<file path="src/rtl/pulse_stretcher_pkg.sv">
// rtl/pulse_stretcher_pkg.sv - shared state encodings and default timing constants
package pulse_stretcher_pkg;

    // 2'b11 is unused; the FSM treats it as a request to return to IDLE.
    typedef enum logic [1:0] {
        ST_IDLE = 2'b00,
        ST_HOLD = 2'b01,
        ST_GAP  = 2'b10
    } state_t;

    localparam int unsigned DEF_HOLD_CYCLES = 1000;
    localparam int unsigned DEF_GAP_CYCLES  = 250;
    localparam logic [3:0]  PEND_MAX        = 4'd15;

    function automatic logic [15:0] load_value(input int unsigned cycles);
        return 16'(cycles - 1);
    endfunction

endpackage

</file>
<file path="src/rtl/pulse_stretcher_timer.sv">
// rtl/pulse_stretcher_timer.sv - loadable down-counter with zero flag
module cycle_timer #(
    parameter int WIDTH = 16
) (
    input  logic             CLK,
    input  logic             ACLR_L,
    input  logic             load,
    input  logic [WIDTH-1:0] load_val,
    input  logic             dec,
    output logic             zero
);

    logic [WIDTH-1:0] count;

    always_ff @(posedge CLK or negedge ACLR_L) begin
        if (!ACLR_L) begin
            count <= '0;
        end else if (load) begin
            count <= load_val;
        end else if (dec && (count != '0)) begin
            count <= count - WIDTH'(1);
        end
    end

    assign zero = (count == '0);

endmodule

</file>
<file path="src/rtl/pulse_stretcher.sv">
// rtl/pulse_stretcher.sv - event stretcher with HOLD/GAP timing and a 15-deep pending count
module pulse_stretcher
    import pulse_stretcher_pkg::*;
#(
    parameter int unsigned HOLD_CYCLES = DEF_HOLD_CYCLES,
    parameter int unsigned GAP_CYCLES  = DEF_GAP_CYCLES
) (
    input  logic       CLK,
    input  logic       ACLR_L,
    input  logic       PULSE,
    input  logic       OVF_CLR,
    output logic       LVL,
    output logic       BUSY,
    output logic [3:0] PEND,
    output logic       OVF
);

    localparam logic [15:0] HOLD_LOAD = load_value(HOLD_CYCLES);
    localparam logic [15:0] GAP_LOAD  = load_value(GAP_CYCLES);

    state_t      state;
    state_t      state_nxt;
    logic [3:0]  pend_nxt;
    logic        ovf_set;
    logic        queue_evt;
    logic        tmr_load;
    logic [15:0] tmr_val;
    logic        tmr_dec;
    logic        tmr_zero;

    cycle_timer #(
        .WIDTH(16)
    ) u_timer (
        .CLK      (CLK),
        .ACLR_L   (ACLR_L),
        .load     (tmr_load),
        .load_val (tmr_val),
        .dec      (tmr_dec),
        .zero     (tmr_zero)
    );

    always_ff @(posedge CLK or negedge ACLR_L) begin
        if (!ACLR_L) begin
            state <= ST_IDLE;
            PEND  <= '0;
            OVF   <= 1'b0;
            LVL   <= 1'b0;
            BUSY  <= 1'b0;
        end else begin
            state <= state_nxt;
            PEND  <= pend_nxt;
            OVF   <= ovf_set ? 1'b1 : (OVF_CLR ? 1'b0 : OVF);
            LVL   <= (state_nxt == ST_HOLD);
            BUSY  <= (state_nxt != ST_IDLE);
        end
    end

    always_comb begin
        state_nxt = state;
        pend_nxt  = PEND;
        ovf_set   = 1'b0;
        queue_evt = 1'b0;
        tmr_load  = 1'b0;
        tmr_val   = HOLD_LOAD;
        tmr_dec   = 1'b0;

        case (state)
            ST_IDLE: begin
                if (PULSE) begin
                    state_nxt = ST_HOLD;
                    tmr_load  = 1'b1;
                end
            end
            ST_HOLD: begin
                queue_evt = PULSE;
                if (tmr_zero) begin
                    state_nxt = ST_GAP;
                    tmr_load  = 1'b1;
                    tmr_val   = GAP_LOAD;
                end else begin
                    tmr_dec = 1'b1;
                end
            end
            ST_GAP: begin
                // A pulse on the last gap cycle is consumed by the restart itself.
                if (tmr_zero) begin
                    if ((PEND != 4'd0) || PULSE) begin
                        state_nxt = ST_HOLD;
                        tmr_load  = 1'b1;
                        if ((PEND != 4'd0) && !PULSE) begin
                            pend_nxt = PEND - 4'd1;
                        end
                    end else begin
                        state_nxt = ST_IDLE;
                    end
                end else begin
                    queue_evt = PULSE;
                    tmr_dec   = 1'b1;
                end
            end
            default: begin
                state_nxt = ST_IDLE;
            end
        endcase

        if (queue_evt) begin
            if (PEND == PEND_MAX) begin
                ovf_set = 1'b1;
            end else begin
                pend_nxt = PEND + 4'd1;
            end
        end
    end

endmodule

</file>
<file path="config.mk">
export PLATFORM = sky130hd
export DESIGN_NAME = pulse_stretcher
export DESIGN_NICKNAME = d
export VERILOG_FILES = /design/src/rtl/pulse_stretcher_pkg.sv /design/src/rtl/pulse_stretcher_timer.sv /design/src/rtl/pulse_stretcher.sv
export SDC_FILE = /design/constraint.sdc
export NUM_CORES = 1
export LEC_CHECK = 0
export ABC_AREA = 0
export CORE_MARGIN = 1.5
export CORE_UTILIZATION = 40
export CTS_CLUSTER_DIAMETER = 100
export DETAILED_ROUTE_END_ITERATION = 16
export HOLD_SLACK_MARGIN = 0.08
export MAX_ROUTING_LAYER = met4
export PLACE_DENSITY = 0.64
export SYNTH_ARGS = -nofsm -noshare
export SYNTH_HDL_FRONTEND = slang
export SYNTH_SLANG_ARGS = --single-unit
</file>
<file path="constraint.sdc">
create_clock -name CLK -period 1.8 [get_ports CLK]
set_input_delay 0.27 -clock CLK [delete_from_list [all_inputs] [get_ports CLK]]
set_output_delay 0.27 -clock CLK [all_outputs]
set_load 0.1 [all_outputs]
</file>
# After elaboration in Yosys (flattened, before gate mapping)
# Index checks and enable logic that the tools add are counted.
# totals
regBits,25
inputBits,4
out_inout_bits,7
word_cells,53
# classes
add_sub_neg,3
eq_ne,4
n_mux,28
reduce_logical,12
# ops
operator,n
two-way mux 16 bit,2
two-way mux 4 bit,6
two-way mux 10 bit,2
logical NOT 16 bit,1
nonzero test 16 bit,1
subtractor 16 x 1 -> 16 bit (second input constant),1
two-way mux 1 bit,12
two-way mux 2 bit,3
one-hot mux 2 bit (3 select lines),1
nonzero test 2 bit,3
adder 4 x 1 -> 4 bit (second input constant),1
equality test 2 x 1 -> 1 bit (second input constant),2
equality test 4 bit (second input constant),1
nonzero test 4 bit,1
subtractor 4 x 1 -> 4 bit (second input constant),1
one-hot mux 1 bit (3 select lines),1
equality test 2 bit (second input constant),1
logical AND 1 bit,2
logical NOT 2 bit,1
one-hot mux 1 bit (2 select lines),1
OR reduction 2 bit,1
logical NOT 1 bit,1
logical OR 1 bit,1

# Depth between registers and ports, before layout
# Gate-level depths: netlist of run 1.
# logic_depth
depth_word,8
mapped_depth,8
mapped_depth_nobuf,7

# Modules after synthesis
# Synthesis of run 1 repeated with hierarchy kept, for this count alone.
# unflattened
hier_cells,187
area_unflattened_um2,1661.6
# modules_own_cells
module,n_inst,cells_per_inst,area_each_um2,seq_area_each_um2
cycle_timer,1,124,1063.5,400.4
pulse_stretcher,1,63,598.1,225.2

# Worst setup path before layout of run 1
# No wires, ideal clock.
# synth_timing
path_kind,flip-flop to flip-flop
from,reg PEND[0]
to,reg u_timer.count[3]
setup_ns,0.139
t_arrival_ns,2.162
required_time_ns,1.661
slack_ns,-0.501
path_stages_with_launch,7
path_buffers,0
period_less_slack_ns,2.301
path_cell_list,dfrtp_1 -> inv_1 -> ha_1 -> nand2_1 -> o21ai_0 -> a221oi_4 -> o21ai_0
# synth_via
elab_chain_cells,6
elab_cells_between_ends,7
cone_classes,4 x mux; 3 x reduce/logical
# synth_lines
element,line_no,source
from (decl),pulse_stretcher.sv:14,"output logic [3:0] PEND,"
from (signal assigned),pulse_stretcher.sv:51,PEND <= pend_nxt;
nonzero test 4 bit *,pulse_stretcher.sv:87,if ((PEND != 4'd0) || PULSE) begin
logical OR 1 bit *,pulse_stretcher.sv:87,
two-way mux 1 bit *,pulse_stretcher.sv:87,
two-way mux 1 bit *,pulse_stretcher.sv:86,if (tmr_zero) begin
one-hot mux 1 bit (3 select lines) *,pulse_stretcher.sv:67,case (state)
two-way mux 16 bit or nonzero test 2 bit (tied branches),--,
to (signal assigned),pulse_stretcher_timer.sv:19,count <= load_val;
to (signal assigned),pulse_stretcher_timer.sv:21,count <= count - WIDTH'(1);
to (decl),pulse_stretcher_timer.sv:13,logic [WIDTH-1:0] count;
# Mark *: on every way between the ends. The rest lies on a longest branch, timed or not.
# A chain may end at the register's enable or synchronous reset.

# Worst setup path after layout of run 1
# layout_timing
from,reg u_timer.count[0]
to,reg u_timer.count[1]
# layout_via
elab_chain_cells,5
elab_cells_between_ends,14
cone_classes,1 x add/sub; 9 x mux; 4 x reduce/logical
# layout_lines
element
"parallel branches: the longest is 5 deep, another holds subtractor 16 x 1 -> 16 bit"
# Parallel ways; which one is timed is not known. The select of a mux whose other input is x is not followed.

==> results of run 1 <==
## flip-flops by register name, indices dropped and copies added, names as in the netlist
| name | cells |
|---|---|
| state | 2 |
| PEND | 4 |
| BUSY | 1 |
| OVF | 1 |
| u_timer.count | 16 |
| LVL | 1 |
## metrics by stage
step	cell area, um2	hold slack (ns)	utilization [%]
after floorplan	1618	-0.02559	-
after global placement	2012	0.5525	54.55
after detailed placement	2012	0.5553	54.55
after CTS	2151	0.3714	58.31
after global routing	2240	0.4135	60.72
final	2240	0.3566	60.72
## power breakdown
group | switching, W | internal (W)
Sequential | 0.000107 | 0.000629
Clock | 0.000184 | 0.000158
Combinational | 0.000489 | 0.000289
Total | 0.000780 | 0.00108
## repair_timing
action	in CTS	in global routing
pin swaps	6	10
setup endpoints to repair	23	25
buffers inserted	5	2
endpoints found under the hold margin	0	0
gates resized for setup	10	21
## final timing paths
check | depth (start not counted) | endpoint | from
setup / recovery | 7 | u_timer.count[1] | u_timer.count[0]
hold / removal | 2 | u_timer.count[12] | ACLR_L
setup reg to reg | 7 | u_timer.count[1] | u_timer.count[0]
hold reg to reg | 1 | PEND[3] | PEND[3]
max in group asynchronous | 2 | PEND[1] | ACLR_L
min in group CLK | 1 | PEND[3] | PEND[3]
## area by class of cell
class | count | area (um2) | area share (%)
tap | 48 | 60.06 | 2.682
sequential | 25 | 636.9 | 28.44
clock buffer | 4 | 45.04 | 2.011
multi-input combinational | 120 | 1042 | 46.54
timing repair buffer | 46 | 425.4 | 18.99
inverter | 8 | 30.03 | 1.341
## layout by cell type, fill, tap and decap left out, types with 2 or more instances in the layout
cell / n
buf_6: 6
inv_2: 2
a221o_1: 2
nor2_1: 10
nand2_2: 2
nand4_1: 3
nor3_1: 2
a21oi_1: 4
dfrtp_2: 3
clkbuf_8: 3
ha_4: 2
o21ai_0: 5
xnor2_1: 8
nor2_2: 3
xor2_1: 5
a31oi_1: 3
dfrtp_4: 2
a21oi_2: 2
ha_1: 5
dfrtp_1: 20
nand3_1: 5
buf_4: 33
o211ai_1: 3
inv_1: 6
nand2_1: 11
or3_1: 2
nor3_2: 2
nor4_4: 2
clkdlybuf4s50_1: 3
nor2_4: 2
o21ai_1: 2
buf_12: 4
nor3b_2: 2
nand3b_1: 2
## cells by family after synthesis
kind of cell | Yosys count | synth area share, %
XOR/XNOR | 14 | 7.897
AND/OR/NAND/NOR | 65 | 26.35
multiplexers | 1 | 0.6447
flip-flops | 25 | 40.29
AO/OA/AOI/OAI | 33 | 15.71
buffers and inverters | 11 | 3.465
adder cells (fa/ha/maj) | 7 | 5.640
## per-layer routing
metal	routed length, um	GRT usage, %	vias to the layer above
met4	14	5.208	0
li1	-	-	664
met5	0	-	-
met1	1713	25.52	682
met3	80	2.226	2
met2	1880	30.48	16
==> flow_summary.json, run 1 <==
{
  "status": "finished with violations",
  "violations": "setup timing",
  "fin_nets": 215,
  "cts_tree": "done",
  "yosys_warnings": 0,
  "root_buffer": "clkbuf_8",
  "worstSetupPathType": "flop to flop",
  "grt_pass1_wl_um": 6230,
  "insertion_delay_ns": 0.27,
  "yosys-top-cells-count": "25 x dfrtp_1, 14 x nand2_1, 14 x nor2_1, 8 x inv_1, 8 x xnor2_1",
  "synth_edf_count": 0,
  "dpl_worst_slack_ns": -0.09502,
  "drc_errors": 0,
  "antennaDiodeCount": 0,
  "antenna_found_initial": 0,
  "vias": 1364,
  "nFillCells": 321,
  "tightest_slew_ns": 0.3427,
  "h-tree-depth": 1,
  "worst_slack_ns": -0.07613,
  "syn_area_um2": 1553,
  "netlist_instances": 156,
  "holdBufCountCts": 0,
  "wirelength_um": 3688,
  "synth_area_per_cell_um2": 9.953,
  "dp_hpwl_um": 2706,
  "ys_types": 48,
  "synth-main-ff-cell": "dfrtp_1",
  "cts_max_path_buffers": 2,
  "ys_ff_latch": 25,
  "gp_congestion": 0.8494,
  "path_buf_inv": 2,
  "cp-end-kind": "flop",
  "synth_top_cell_by_area": "dfrtp_1",
  "slew_violations": 0,
  "crit_family": "compound AO/OA/AOI/OAI gates",
  "critPathMaxStageDelay_ns": 0.43,
  "max_cap_viol_count": 0,
  "worstPathArrival_ns": 2.08,
  "setup-violations-final": 14,
  "initial_core_util_pct": 42.10,
  "max_slew_margin_pct": 76.98,
  "yosys-top-cells-area": "dfrtp_1 40%, ha_1 5.6%, xnor2_1 4.5%, nand2_1 3.4%, nor2_1 3.4%",
  "fin_crit_sh_pct": 104.2,
  "numPlacedInstances": 241,
  "crit_required_ns": 2.00,
  "irDropWorstVdd_v": 0.0006705,
  "yosysMostFrequentCell": "dfrtp_1",
  "rrSetupSlack_ns": -0.08,
  "dieHeight_um": 65.31,
  "grt.overflow.total": 0,
  "cp_cell_sequence": "inv_2, ha_4, nor4b_4, nand4_4, a221o_1, buf_6, a31oi_4",
  "grt_util_all_layers_pct": 18.96,
  "numCtsBuffers": 3,
  "drt_iter0_markers": 86,
  "clk_pin_slew_ns": 0.10,
  "syn_to_final_growth_pct": 44.24,
  "power_leakage_nw": 0.8963,
  "period_minus_slack_ns": 1.876,
  "total_power_w": 0.001856,
  "rsz0062_at_grt": "true",
  "cellPowerDensity_nw_per_um2": 828.9,
  "critPathSlowestCell": "a221o_1",
  "port_buffers": 10,
  "grt_max_degree": 26,
  "design.die.area_um2": 4265,
  "ant_nets": 0,
  "layout.cells.non_filler": 251,
  "cp_max_fo": 7,
  "num_rows": 22,
  "ios": 11,
  "fmax_mhz": 533.0,
  "hold_viol": 0,
  "final_layout_size_suffix_gt1_share_pct": 43.84,
  "avgRoutedWirePerCell_um": 14.69,
  "via_per_inst": 5.434,
  "skew_ns": 0.009397,
  "drt_first_pass_iters": 4,
  "start_kind": "flop",
  "seq_area_frac_synth_pct": 40.29,
  "grt_pass1_vias": 1430,
  "synth_nets": 167,
  "core-area_um2": 3689,
  "synth_top_area_share_pct": 40.29,
  "setup_tns_ns": -0.6251,
  "die_width_um": 65.31,
  "hp-class": "input port to async pin",
  "clock_sinks": 25,
  "async_flop_share_pct": 100.0
}
Power figures use the tool's default switching activity.
==> inputs of run 2 (changes only) <==
PLACE_DENSITY = 0.71   (was 0.64)
==> flow_summary.json, run 2 (synthesis results as in run 1) <==
{
  "h-tree-depth": 1,
  "dp_hpwl_um": 2642,
  "power_leakage_nw": 0.8784,
  "grt_max_degree": 26,
  "setup-violations-final": 11,
  "final_layout_size_suffix_gt1_share_pct": 37.81,
  "slew_violations": 0,
  "nFillCells": 307,
  "setup_tns_ns": -0.2749,
  "clockPowerShare_pct": 18.2,
  "dieHeight_um": 65.31,
  "status": "finished with violations",
  "swShare_pct": 41.63,
  "grt_util_all_layers_pct": 19.14,
  "ios": 11,
  "start_kind": "flop",
  "cp_max_fo": 4,
  "rrSetupSlack_ns": -0.06,
  "worst_slack_ns": -0.06016,
  "power.internal_w": 0.001102,
  "vias": 1355,
  "insertion_delay_ns": 0.27,
  "drt_iter0_markers": 41,
  "clk_pin_slew_ns": 0.09,
  "max_slew_margin_pct": 75.41,
  "cts_tree": "done",
  "antennaDiodeCount": 0,
  "rsz0062_at_grt": "true",
  "worstSetupPathType": "flop to flop",
  "clock_sinks": 25,
  "port_buffers": 10,
  "final_cell_mix": "35 x buf_4, 20 x dfrtp_1, 14 x nand2_1",
  "ant_nets": 0,
  "cp-end-kind": "flop",
  "grt_pass1_wl_um": 6182,
  "switchingPower_w": 0.0007860,
  "period_minus_slack_ns": 1.860,
  "initial_core_util_pct": 42.10,
  "violations": "setup timing",
  "pwr-share-seq_pct": 37.1,
  "place_area_um2": 2012,
  "cellPowerDensity_nw_per_um2": 882.4,
  "hold_viol": 0,
  "combPwrFrac_pct": 44.7,
  "drt_first_pass_iters": 4,
  "skew_ns": 0.005580,
  "avgRoutedWirePerCell_um": 14.37,
  "fmax_mhz": 537.6,
  "die_width_um": 65.31,
  "fin_crit_sh_pct": 103.3,
  "holdBufCountCts": 0,
  "crit_required_ns": 1.95,
  "r2r_cells": 6,
  "max_cap_viol_count": 0,
  "largest_reg_flops": 16,
  "layout_commonest_cell": "buf_4",
  "root_buffer": "clkbuf_8",
  "antenna_found_initial": 0,
  "cts_max_path_buffers": 2,
  "tightest_slew_ns": 0.3661,
  "multi_input_area_um2": 972.2,
  "largest_register": "u_timer.count",
  "reg_top3": "u_timer.count: 16 flops, PEND: 4 flops, state: 2 flops",
  "regArea_um2": 636.9,
  "num_rows": 22,
  "gp_congestion": 0.8766,
  "fin_nets": 213,
  "worstPathArrival_ns": 2.01,
  "grt.overflow.total": 0,
  "grt_pass1_vias": 1354,
  "syn_to_final_growth_pct": 37.79,
  "via_per_inst": 5.442,
  "drc_errors": 0,
  "core-area_um2": 3689,
  "wirelength_um": 3577,
  "hp-class": "input port to async pin",
  "irDropWorstVdd_v": 0.0005477,
  "post-route-cell-area_um2": 2140,
  "numCtsBuffers": 3,
  "design.die.area_um2": 4265
}
run 2: changes by cell type in the layout (fill, tap and decap cells not counted), moves of 2 or more:
cell / delta
buf_6: -4
nand2_1: +3
buf_4: +2
nand2_2: -2
run 2: power groups by stage:
stage          clock network (W)  registers, W  logic, W
4_1_cts                 0.000351      0.000696  0.000840
2_1_floorplan                  0       0.00105  0.000166
6_report                0.000343      0.000701  0.000844
3_3_place_gp                   0      0.000703  0.000824
5_1_grt                 0.000371      0.000707  0.000885
3_5_place_dp                   0      0.000708  0.000839
run 2: timing repair:
item | 4_1_cts | 5_1_grt
setup endpoints to repair | 13 | 23
gates resized for setup | 5 | 10
gates cloned | 0 | 0
pin swaps | 1 | 5
buffers inserted | 2 | 2
run 2: worst max-delay path, stage by stage, from the launching register on:
cell       delay (ns)
dfrtp_1          0.40
inv_2            0.09
ha_4             0.14
or4b_4           0.48
o2111ai_4        0.26
xor2_1           0.28
a21oi_2          0.10
run 2: worst paths after layout:
check,from,end
min reg2reg,PEND[3],PEND[3]
min in group CLK,PEND[3],PEND[3]
max,u_timer.count[0],u_timer.count[9]
max in group asynchronous,ACLR_L,PEND[0]
max reg2reg,u_timer.count[0],u_timer.count[9]
min,ACLR_L,u_timer.count[1]
run 2: cell type report:
type	instances	area share, %
tap	48	2.807
sequential	25	29.77
multi-input combinational	120	45.44
clock buffer	4	2.105
inverter	8	1.404
timing repair buffer	44	18.48
run 2: through the flow:
stage	hold slack [ns]	std cells	util, %	setup WS (ns)	total power (W)
6_report	0.3533	249	58.01	-0.06016	0.001888
5_1_grt	0.3794	249	58.01	-0.1396	0.001962
4_1_cts	0.3679	247	56.65	-0.05984	0.001887
3_5_place_dp	0.5629	241	54.55	-0.05564	0.001546
3_3_place_gp	0.5498	241	54.55	0.008993	0.001527
2_1_floorplan	-0.02559	156	-	-0.008806	0.001215
run 2: layer usage:
metal,part of all wire [%],GRT usage [%],vias up,wire (um)
met1,47,23.99,665,1675
met3,2.7,3.082,7,97
met4,1.7,7.552,0,61
met5,0,-,-,0
met2,49,31.12,17,1743
li1,-,-,666,-
==> inputs of run 3 (changes only) <==
CELL_PAD_IN_SITES_DETAIL_PLACEMENT = 0   (was default)
CELL_PAD_IN_SITES_GLOBAL_PLACEMENT = 1   (was default)
PLACE_DENSITY = 0.84   (was 0.71)
SLEW_MARGIN = 15   (was default)
==> flow_summary.json, run 3 (synthesis results as in run 1) <==
{
  "status": "finished with violations",
  "violations": "setup timing",
  "largest_register": "u_timer.count",
  "fin_nets": 216,
  "power_leakage_nw": 0.8929,
  "utilization_pct": 60.79,
  "ios": 11,
  "vias": 1358,
  "rrSetupSlack_ns": -0.03,
  "drt_first_pass_iters": 4,
  "dieHeight_um": 65.31,
  "worstSetupPathType": "flop to flop",
  "core-area_um2": 3689,
  "max_slew_margin_pct": 76.29,
  "antennaDiodeCount": 0,
  "avgRoutedWirePerCell_um": 14.69,
  "clock_sinks": 25,
  "skew_ns": 0.002653,
  "grt_pass1_wl_um": 6272,
  "grt_util_all_layers_pct": 19.51,
  "worst_slack_ns": -0.02956,
  "cp_cell_sequence": "inv_2, ha_4, nor4b_4, nand4_4, a221o_2, a31oi_1",
  "irDropWorstVdd_v": 0.0005201,
  "critPathLaunch": "u_timer.count[0]",
  "grt_pass1_vias": 1390,
  "cts_max_path_buffers": 2,
  "tightest_slew_ns": 0.3557,
  "whs_ns": 0.3604,
  "layout_commonest_cell": "buf_4",
  "design.die.area_um2": 4265,
  "cp-end-kind": "flop",
  "gp_congestion": 0.8809,
  "reg_top3": "u_timer.count: 16 flops, PEND: 4 flops, state: 2 flops",
  "root_buffer": "clkbuf_8",
  "wirelength_um": 3701,
  "cp_max_fo": 8,
  "fin_crit_sh_pct": 101.6,
  "port_buffers": 10,
  "start_kind": "flop",
  "final_cell_mix": "35 x buf_4, 18 x dfrtp_1, 14 x nor2_1",
  "dp_hpwl_um": 2729,
  "hold_viol": 0,
  "cellPowerDensity_nw_per_um2": 840.0,
  "drc_errors": 0,
  "die_width_um": 65.31,
  "num_rows": 22,
  "slew_violations": 0,
  "antenna_found_initial": 0,
  "max_cap_viol_count": 0,
  "total_power_w": 0.001883,
  "numPlacedInstances": 242,
  "initial_core_util_pct": 42.10,
  "grt.overflow.total": 0,
  "numCtsBuffers": 3,
  "critPathMaxStageDelay_ns": 0.49,
  "dpl_worst_slack_ns": -0.1373,
  "syn_to_final_growth_pct": 44.40,
  "critPathSlowestCell": "a221o_2",
  "via_per_inst": 5.389,
  "setup-violations-final": 12,
  "insertion_delay_ns": 0.27,
  "holdBufCountCts": 0,
  "rsz0062_at_grt": "true",
  "crit_required_ns": 2.00,
  "grt_max_degree": 26,
  "h-tree-depth": 1,
  "hp-class": "input port to async pin",
  "period_minus_slack_ns": 1.830,
  "clk_pin_slew_ns": 0.08,
  "r2r-start": "u_timer.count[0]",
  "worstPathArrival_ns": 2.02,
  "nFillCells": 308,
  "largest_reg_flops": 16,
  "layout.cells.non_filler": 252,
  "drt_iter0_markers": 78,
  "ant_nets": 0,
  "final_layout_size_suffix_gt1_share_pct": 45.10,
  "cts_tree": "done",
  "fmax_mhz": 546.6
}
==> run 3: cell types whose count changed in the layout (fill, tap and decap cells not counted), sizes merged <==
cell  before  now
buf       41   44
==> run 3: power breakdown <==
group | internal [W] | leakage, nW | total (W) | switching [W]
sequential | 0.000628 | 0.254 | 0.000725 | 0.0000965
clock | 0.000158 | 0.0228 | 0.000332 | 0.000173
combinational | 0.000313 | 0.616 | 0.000827 | 0.000514
total | 0.00110 | 0.893 | 0.00188 | 0.000784
==> run 3: cell type report <==
cell class / count / area, um2 / area share [%]
clock buffer: 4 / 45.04 / 2.009
multi-input combinational: 120 / 1039 / 46.32
tap: 48 / 60.06 / 2.679
inverter: 8 / 30.03 / 1.339
timing repair buffer: 47 / 429.2 / 19.14
sequential: 25 / 639.4 / 28.52
==> run 3: final timing paths <==
kind / to / depth (start not counted)
setup / recovery: u_timer.count[8] / 6
hold / removal: u_timer.count[15] / 2
setup reg to reg: u_timer.count[8] / 6
hold reg to reg: PEND[3] / 1
max in group asynchronous: PEND[0] / 2
min in group CLK: PEND[3] / 1
==> run 3: per-stage QoR <==
step	instance area [um2]	setup TNS [ns]
CTS	2115	-0.2574
detailed placement	2019	-0.6241
finish	2242	-0.2422
floorplan	1618	-0.01171
global placement	2019	-0.3669
global route	2242	-1.837
==> run 3: repair_timing <==
| item | 4_1_cts | 5_1_grt |
|---|---|---|
| setup endpoints to repair | 17 | 25 |
| buffers inserted | 1 | 5 |
| resized for setup | 10 | 23 |
| pin swaps | 6 | 9 |
==> run 3: routing by layer <==
metal	global-route usage, %	vias up	share of wire [%]	routed length, um
met4	6.771	0	1.2	44
met3	2.568	4	2.2	83
met2	31.63	16	52	1917
li1	-	670	-	-
met1	25.30	668	45	1656
met5	-	-	0	0
==> run 3: worst max-delay path: cells and delay by family, from the launching register on <==
kind                     cells  cell delay, ns
adder cells (fa/ha/maj)      1            0.14
buffers and inverters        1            0.08
AND/OR/NAND/NOR              2            0.49
AO/OA/AOI/OAI                2            0.64
flip-flops                   1            0.39
